===== config.mk =====
export PLATFORM = sky130hd
export DESIGN_NAME = key_pixel_source
export DESIGN_NICKNAME = d
export VERILOG_FILES = /design/src/rtl/hog_src_pkg.sv /design/src/rtl/key_debounce.sv /design/src/rtl/key_pixel_source.sv
export SDC_FILE = /design/constraint.sdc
export NUM_CORES = 1
export LEC_CHECK = 0
export BUFFER_PORTS_ARGS = -buffer_cell sky130_fd_sc_hd__buf_2
export CAP_MARGIN = 20
export CORE_ASPECT_RATIO = 0.6
export CORE_UTILIZATION = 40
export DETAILED_ROUTE_END_ITERATION = 10
export GPL_ROUTABILITY_DRIVEN = 0
export SYNTH_ARGS = -nofsm -noshare
export SYNTH_HDL_FRONTEND = slang
export SYNTH_SLANG_ARGS = --single-unit
export TNS_END_PERCENT = 5

===== constraint.sdc =====
create_clock -name clk -period 2.2 [get_ports clk]
set_input_delay 0.55 -clock clk [delete_from_list [all_inputs] [get_ports clk]]
set_output_delay 0.55 -clock clk [all_outputs]
set_load 0.05 [all_outputs]

===== src/rtl/hog_src_pkg.sv =====
// Shared types and helpers for the HOG upstream pixel source.
// Output state enum, default timing constants, counter width helper.
package hog_src_pkg;

   typedef enum logic {
      SRC_IDLE = 1'b0,
      SRC_HOLD = 1'b1
   } src_state_t;

   localparam int DEF_DEBOUNCE_CYCLES = 100000;
   localparam int DEF_AUTO_INTERVAL   = 16;

   function automatic int clog2_min1(input int n);
      int r;
      r = $clog2(n);
      return (r < 1) ? 1 : r;
   endfunction

endpackage


===== src/rtl/key_debounce.sv =====
// Two-flop synchroniser and stability-count debouncer for an active-low key.
// Emits one registered pulse per debounced press once a release has been seen.
module key_debounce
   import hog_src_pkg::*;
#(
   parameter int DEBOUNCE_CYCLES = DEF_DEBOUNCE_CYCLES
) (
   input  logic clk,
   input  logic rst_n,
   input  logic key_n,
   output logic key_db,
   output logic press_pulse
);

   localparam int CW = clog2_min1(DEBOUNCE_CYCLES);
   localparam logic [CW-1:0] CNT_LAST = CW'(DEBOUNCE_CYCLES - 1);

   logic          r_s1;
   logic          r_s2;
   logic          r_key_db;
   logic          r_prev;
   logic [CW-1:0] r_cnt;
   logic [1:0]    r_fill;
   logic          r_armed;
   logic          r_pulse;

   always_ff @(posedge clk or negedge rst_n) begin
      if (!rst_n) begin
         r_s1     <= 1'b1;
         r_s2     <= 1'b1;
         r_key_db <= 1'b1;
         r_cnt    <= '0;
      end else begin
         r_s1 <= key_n;
         r_s2 <= r_s1;
         if (r_s2 != r_key_db) begin
            if (r_cnt == CNT_LAST) begin
               r_key_db <= r_s2;
               r_cnt    <= '0;
            end else begin
               r_cnt <= r_cnt + 1'b1;
            end
         end else begin
            r_cnt <= '0;
         end
      end
   end

   // A key held through reset must be released before it can fire.
   always_ff @(posedge clk or negedge rst_n) begin
      if (!rst_n) begin
         r_prev  <= 1'b1;
         r_fill  <= 2'b00;
         r_armed <= 1'b0;
         r_pulse <= 1'b0;
      end else begin
         r_prev  <= r_key_db;
         r_fill  <= {r_fill[0], 1'b1};
         r_armed <= r_armed | (r_fill[1] & r_key_db & r_s2);
         r_pulse <= r_prev & ~r_key_db & r_armed;
      end
   end

   assign key_db      = r_key_db;
   assign press_pulse = r_pulse;

endmodule


===== src/rtl/key_pixel_source.sv =====
// Key/switch driven valid-ready pixel source with an auto ramp mode.
// Feeds the HOG wrapper input port in the slow clock domain.
module key_pixel_source
   import hog_src_pkg::*;
#(
   parameter int DATA_WIDTH      = 8,
   parameter int DEBOUNCE_CYCLES = DEF_DEBOUNCE_CYCLES,
   parameter int AUTO_INTERVAL   = DEF_AUTO_INTERVAL,
   parameter int CNT_WIDTH       = 16
) (
   input  logic                  clk,
   input  logic                  rst_n,
   input  logic                  key_n,
   input  logic [DATA_WIDTH-1:0] sw_data,
   input  logic                  auto_en,
   output logic [DATA_WIDTH-1:0] pixel_out,
   output logic                  pixel_valid,
   input  logic                  pixel_ready,
   output logic [CNT_WIDTH-1:0]  pixel_count,
   output logic                  overrun,
   output logic                  backpressure
);

   localparam int AW = clog2_min1(AUTO_INTERVAL);
   localparam logic [AW-1:0] AUTO_LAST = AW'(AUTO_INTERVAL - 1);

   logic                  r_auto_s1;
   logic                  r_auto_s2;
   logic [DATA_WIDTH-1:0] r_sw_s1;
   logic [DATA_WIDTH-1:0] r_sw_s2;
   logic [AW-1:0]         r_auto_cnt;
   logic                  r_auto_evt;
   src_state_t            r_state;
   logic [DATA_WIDTH-1:0] r_out;
   logic [CNT_WIDTH-1:0]  r_count;
   logic                  r_ovr;

   logic                  w_key_db;
   logic                  w_press;
   logic                  w_man_evt;
   logic                  w_evt;
   logic [DATA_WIDTH-1:0] w_evt_data;
   src_state_t            w_state_nxt;
   logic                  w_load;
   logic                  w_ovr_set;
   logic                  w_xfer;

   key_debounce #(
      .DEBOUNCE_CYCLES (DEBOUNCE_CYCLES)
   ) u_key_debounce (
      .clk         (clk),
      .rst_n       (rst_n),
      .key_n       (key_n),
      .key_db      (w_key_db),
      .press_pulse (w_press)
   );

   always_ff @(posedge clk or negedge rst_n) begin
      if (!rst_n) begin
         r_auto_s1 <= 1'b0;
         r_auto_s2 <= 1'b0;
         r_sw_s1   <= '0;
         r_sw_s2   <= '0;
      end else begin
         r_auto_s1 <= auto_en;
         r_auto_s2 <= r_auto_s1;
         r_sw_s1   <= sw_data;
         r_sw_s2   <= r_sw_s1;
      end
   end

   always_ff @(posedge clk or negedge rst_n) begin
      if (!rst_n) begin
         r_auto_cnt <= '0;
         r_auto_evt <= 1'b0;
      end else begin
         r_auto_evt <= r_auto_s2 && (r_auto_cnt == AUTO_LAST);
         if (!r_auto_s2 || r_auto_cnt == AUTO_LAST) begin
            r_auto_cnt <= '0;
         end else begin
            r_auto_cnt <= r_auto_cnt + 1'b1;
         end
      end
   end

   assign w_man_evt  = w_press & ~w_key_db & ~r_auto_s2;
   assign w_evt      = w_man_evt | r_auto_evt;
   assign w_evt_data = r_auto_evt ? r_count[DATA_WIDTH-1:0] : r_sw_s2;
   assign w_xfer     = (r_state == SRC_HOLD) & pixel_ready;

   always_comb begin
      w_state_nxt = r_state;
      w_load      = 1'b0;
      w_ovr_set   = 1'b0;
      unique case (r_state)
         SRC_IDLE: begin
            if (w_evt) begin
               w_load      = 1'b1;
               w_state_nxt = SRC_HOLD;
            end
         end
         SRC_HOLD: begin
            if (pixel_ready) begin
               if (w_evt) begin
                  w_load = 1'b1;
               end else begin
                  w_state_nxt = SRC_IDLE;
               end
            end else if (w_evt) begin
               w_ovr_set = 1'b1;
            end
         end
         default: w_state_nxt = SRC_IDLE;
      endcase
   end

   always_ff @(posedge clk or negedge rst_n) begin
      if (!rst_n) begin
         r_state <= SRC_IDLE;
         r_out   <= '0;
         r_count <= '0;
         r_ovr   <= 1'b0;
      end else begin
         r_state <= w_state_nxt;
         if (w_load) begin
            r_out <= w_evt_data;
         end
         if (w_xfer) begin
            r_count <= r_count + 1'b1;
         end
         if (w_ovr_set) begin
            r_ovr <= 1'b1;
         end
      end
   end

   assign pixel_out    = r_out;
   assign pixel_valid  = (r_state == SRC_HOLD);
   assign pixel_count  = r_count;
   assign overrun      = r_ovr;
   assign backpressure = pixel_valid & ~pixel_ready;

endmodule


==> results.yml <==
outcome:
  run_status: "completed"
clocking:
  clock_sinks: 74
  post_cts.resized_instances: 0
  buffer_depth_of_the_longest_clock_path: 2
  clkLatencyLatePin_ns: 0.33
  cts-buffers-inserted: 9
  clockRootBuffer: "clkbuf_16"
  cts_post_setup_buffers_inserted: 0
  cts_tree: "built"
  h-tree-depth: 3
  cts.hold.buffers_added: 0
  post_cts_clock_slew_at_the_launch_and_capture_registers_of_the_worst_setup_and_hold_paths_ns: 0.06
power:
  power_leakage_uw: 0.001690
  cell_internal_pwr_uw: 2550
  sequentialPowerShare: 0.443
  peakVddDrop_mv: 0.4265
  power.switching_uw: 664.8
  power.share.clock: 0.522
  logic_pwr_share: 0.035
  netSwitchingFraction: 0.2068
  total_power_per_unit_cell_area_nw_per_um2: 891.1
detailed_routing:
  detail_route.first_pass.iterations: 4
  met3_wirelength_um: 260
  wirelength_met1_um: 3104
  vias_per_cell: 4.846
  drt_iter0_markers: 67
  via_count: 1856
  avgRoutedWirePerCell_um: 14.16
  remaining_antenna_violation_count: 0
  maxUsedRoutingLayer: "met4"
  met2_wl_um: 2003
  finalWirelength_um: 5423
  post-route-drc-count: 0
timing:
  setup_violations: 0
  slew-limit-headroom: 0.6380
  final.min_clock_period_ns: 1.741
  grt_setup_unrepaired: "false"
  period_share: 0.7915
  slew_viol_final: 0
  fin_setup_tns_ns: 0
  worst_pin_slew_ns: 0.5430
  hold_ws_ns: 0.2072
  fin_ws_ns: 0.4586
  fmax_ghz: 0.5743
  finalHoldViolations: 0
  clock_skew_ns: 0.005610
global_route:
  total_grt_usage: 0.1574
  gr-total-overflow: 0
  antenna_found_initial: 0
  global_route_wire_length_before_repair_um: 8625
  vias_in_the_first_global_route: 1646
  grt_start_max_net_pins: 44
placed_design:
  place_inst: 367
  buffer_ports.inserted: 39
  hpwl_um: 3755
  post-place-ws_ns: 0.4700
hold_path:
  hp-class: "in -> async"
worst_setup_path:
  r2r_setup_slack_ns: 0.46
  critical_path_class: "reg -> reg"
  path_max_fanout: 13
  end_kind: "flip-flop"
  worst-r2r-cell-count: 6
  cp_data_arrival_time_ns: 1.96
  regToRegEndpoint: "u_key_debounce.r_cnt[8]"
  crit-reg2reg-launch: "u_key_debounce.r_cnt[0]"
  critical-path-slowest-cell: "dfrtp_1"
  path_cells: "ha_1 -> and4_1 -> nand2_1 -> o31ai_4 -> buf_12 -> nor2_1"
  critical_path.startpoint_type: "flip-flop"
  critPathMaxStageDelay_ns: 0.38
  crit_required_ns: 2.42
logic_synthesis:
  synthesis.area_per_instance_um2: 12.14
  netlist_area_um2: 2925
  syn-instance-count: 241
  ys_async_sr_fraction: 1.000
  yosysSeqAreaShare: 0.6347
  syn-num-nets: 257
  synth-edff-count: 0
  synth_warnings: 0
  synthFlopType: "dfrtp_1"
  distinct_cells_synth: 36
  yosys_register_bits: 74
finish:
  layout_commonest_cell: "dfrtp_1"
  fin_nets: 307
  n_diodes: 0
  area.growth.synth_to_final_pct: 23.31
  final_cell_mix: "dfrtp_1, buf_2, nor2_1"
  fillers: 602
  layout.cells.non_filler: 383
  post_route_cells_drive_above_1_share: 0.2365
  final_core_density: 0.5245
die:
  die_height_um: 68.24
  initial_utilization: 0.4253
  floorplan.core_area_um2: 6878
  dieWidth_um: 112.4
  num_io_pins: 40
  overall_die_area_um2: 7670
  placementRows: 23
flow_run:
  max_cap_viol_count: 0
[synth_stat cells, drive strengths merged, types with 2 or more instances]
cell    number  area [um2]
nor3         5       25.02
a21oi        3       15.01
and3         2       12.51
clkbuf       2       7.510
buf          4       31.27
o21ai       10       50.04
nor2        23       86.33
mux2i        8       80.08
o31ai        2       28.78
dfstp        4       105.1
nor4         5       31.28
and4         6       52.55
ha           3       37.54
inv          5       18.77
nand2       21       78.83
xnor2       16       140.1
mux2         2       22.52
nand3       16       85.08
nand4        9       56.30
xor2        15       131.4
dfrtp       70        1752
[kinds of logic (layout without fill, tap and decap cells)]
kind of cell	after synthesis	after routing	share of synthesized area
mux	10	10	0.03507
buf+inv	11	66	0.01967
flops	74	74	0.6347
xor+xnor	31	31	0.09281
other cells	1	1	0.001282
fa+ha+maj	3	3	0.01283
compound gates	17	17	0.03764
simple gates	94	94	0.1660
[metrics by stage]
stage,instance area (um2),power (uW)
floorplan,2925,1500
global placement,3263,1565
detailed placement,3263,1565
CTS,3607,3255
global route,3607,3333
finish,3607,3214
[flip-flops by register name, indices dropped and copies added, names as in the netlist]
name / flops
u_key_debounce.r_fill: 2
r_auto_s2: 1
u_key_debounce.r_prev: 1
pixel_count: 16
overrun: 1
u_key_debounce.r_armed: 1
pixel_out: 8
r_auto_s1: 1
u_key_debounce.r_s1: 1
r_sw_s2: 8
r_auto_cnt: 4
r_auto_evt: 1
r_sw_s1: 8
u_key_debounce.key_db: 1
u_key_debounce.r_cnt: 17
u_key_debounce.r_s2: 1
pixel_valid: 1
u_key_debounce.press_pulse: 1
[area by class of cell]
class	instances	area, um2	share of cell area
repair buffers	45	267.8	0.07423
clock buffers	10	229.0	0.06348
inverters	5	18.77	0.005203
well taps	87	108.9	0.03018
multi-input cells	156	1011	0.2803
flip-flops and latches	74	1857	0.5147
clock inverters	6	115.1	0.03191
[worst max-delay path: cells and delay by family (launching register included)]
family | cells | cell delay (ns)
AOI/OAI and AO/OA | 1 | 0.38
adders and majority gates | 1 | 0.24
buffers and inverters | 1 | 0.18
DFF | 1 | 0.38
and+or+nand+nor | 3 | 0.45
[routing by layer]
metal  up-vias  GRT usage
li1        934          -
met1       874     0.2459
met2        40     0.1825
met3         8    0.05669
met4         0    0.07500
met5         -          0
[power groups by stage]
stage / sequential, uW / clock [uW] / combinational (uW)
2_1_floorplan: 1460 / 0 / 35.0
3_3_place_gp: 1450 / 0 / 117
3_5_place_dp: 1450 / 0 / 117
4_1_cts: 1420 / 1710 / 118
5_1_grt: 1430 / 1780 / 130
6_report: 1420 / 1680 / 113
[worst max path at each step]
stage,from,to,depth (start not counted)
finish,u_key_debounce.r_cnt[0],u_key_debounce.r_cnt[8],6
global placement,pixel_ready,backpressure,4
global route,u_key_debounce.r_cnt[0],u_key_debounce.r_cnt[12],6
floorplan,pixel_valid,backpressure,2
CTS,pixel_valid,backpressure,3
detailed placement,u_key_debounce.r_cnt[0],u_key_debounce.r_cnt[8],6
Note: power is estimated with default switching activity, not from simulation.
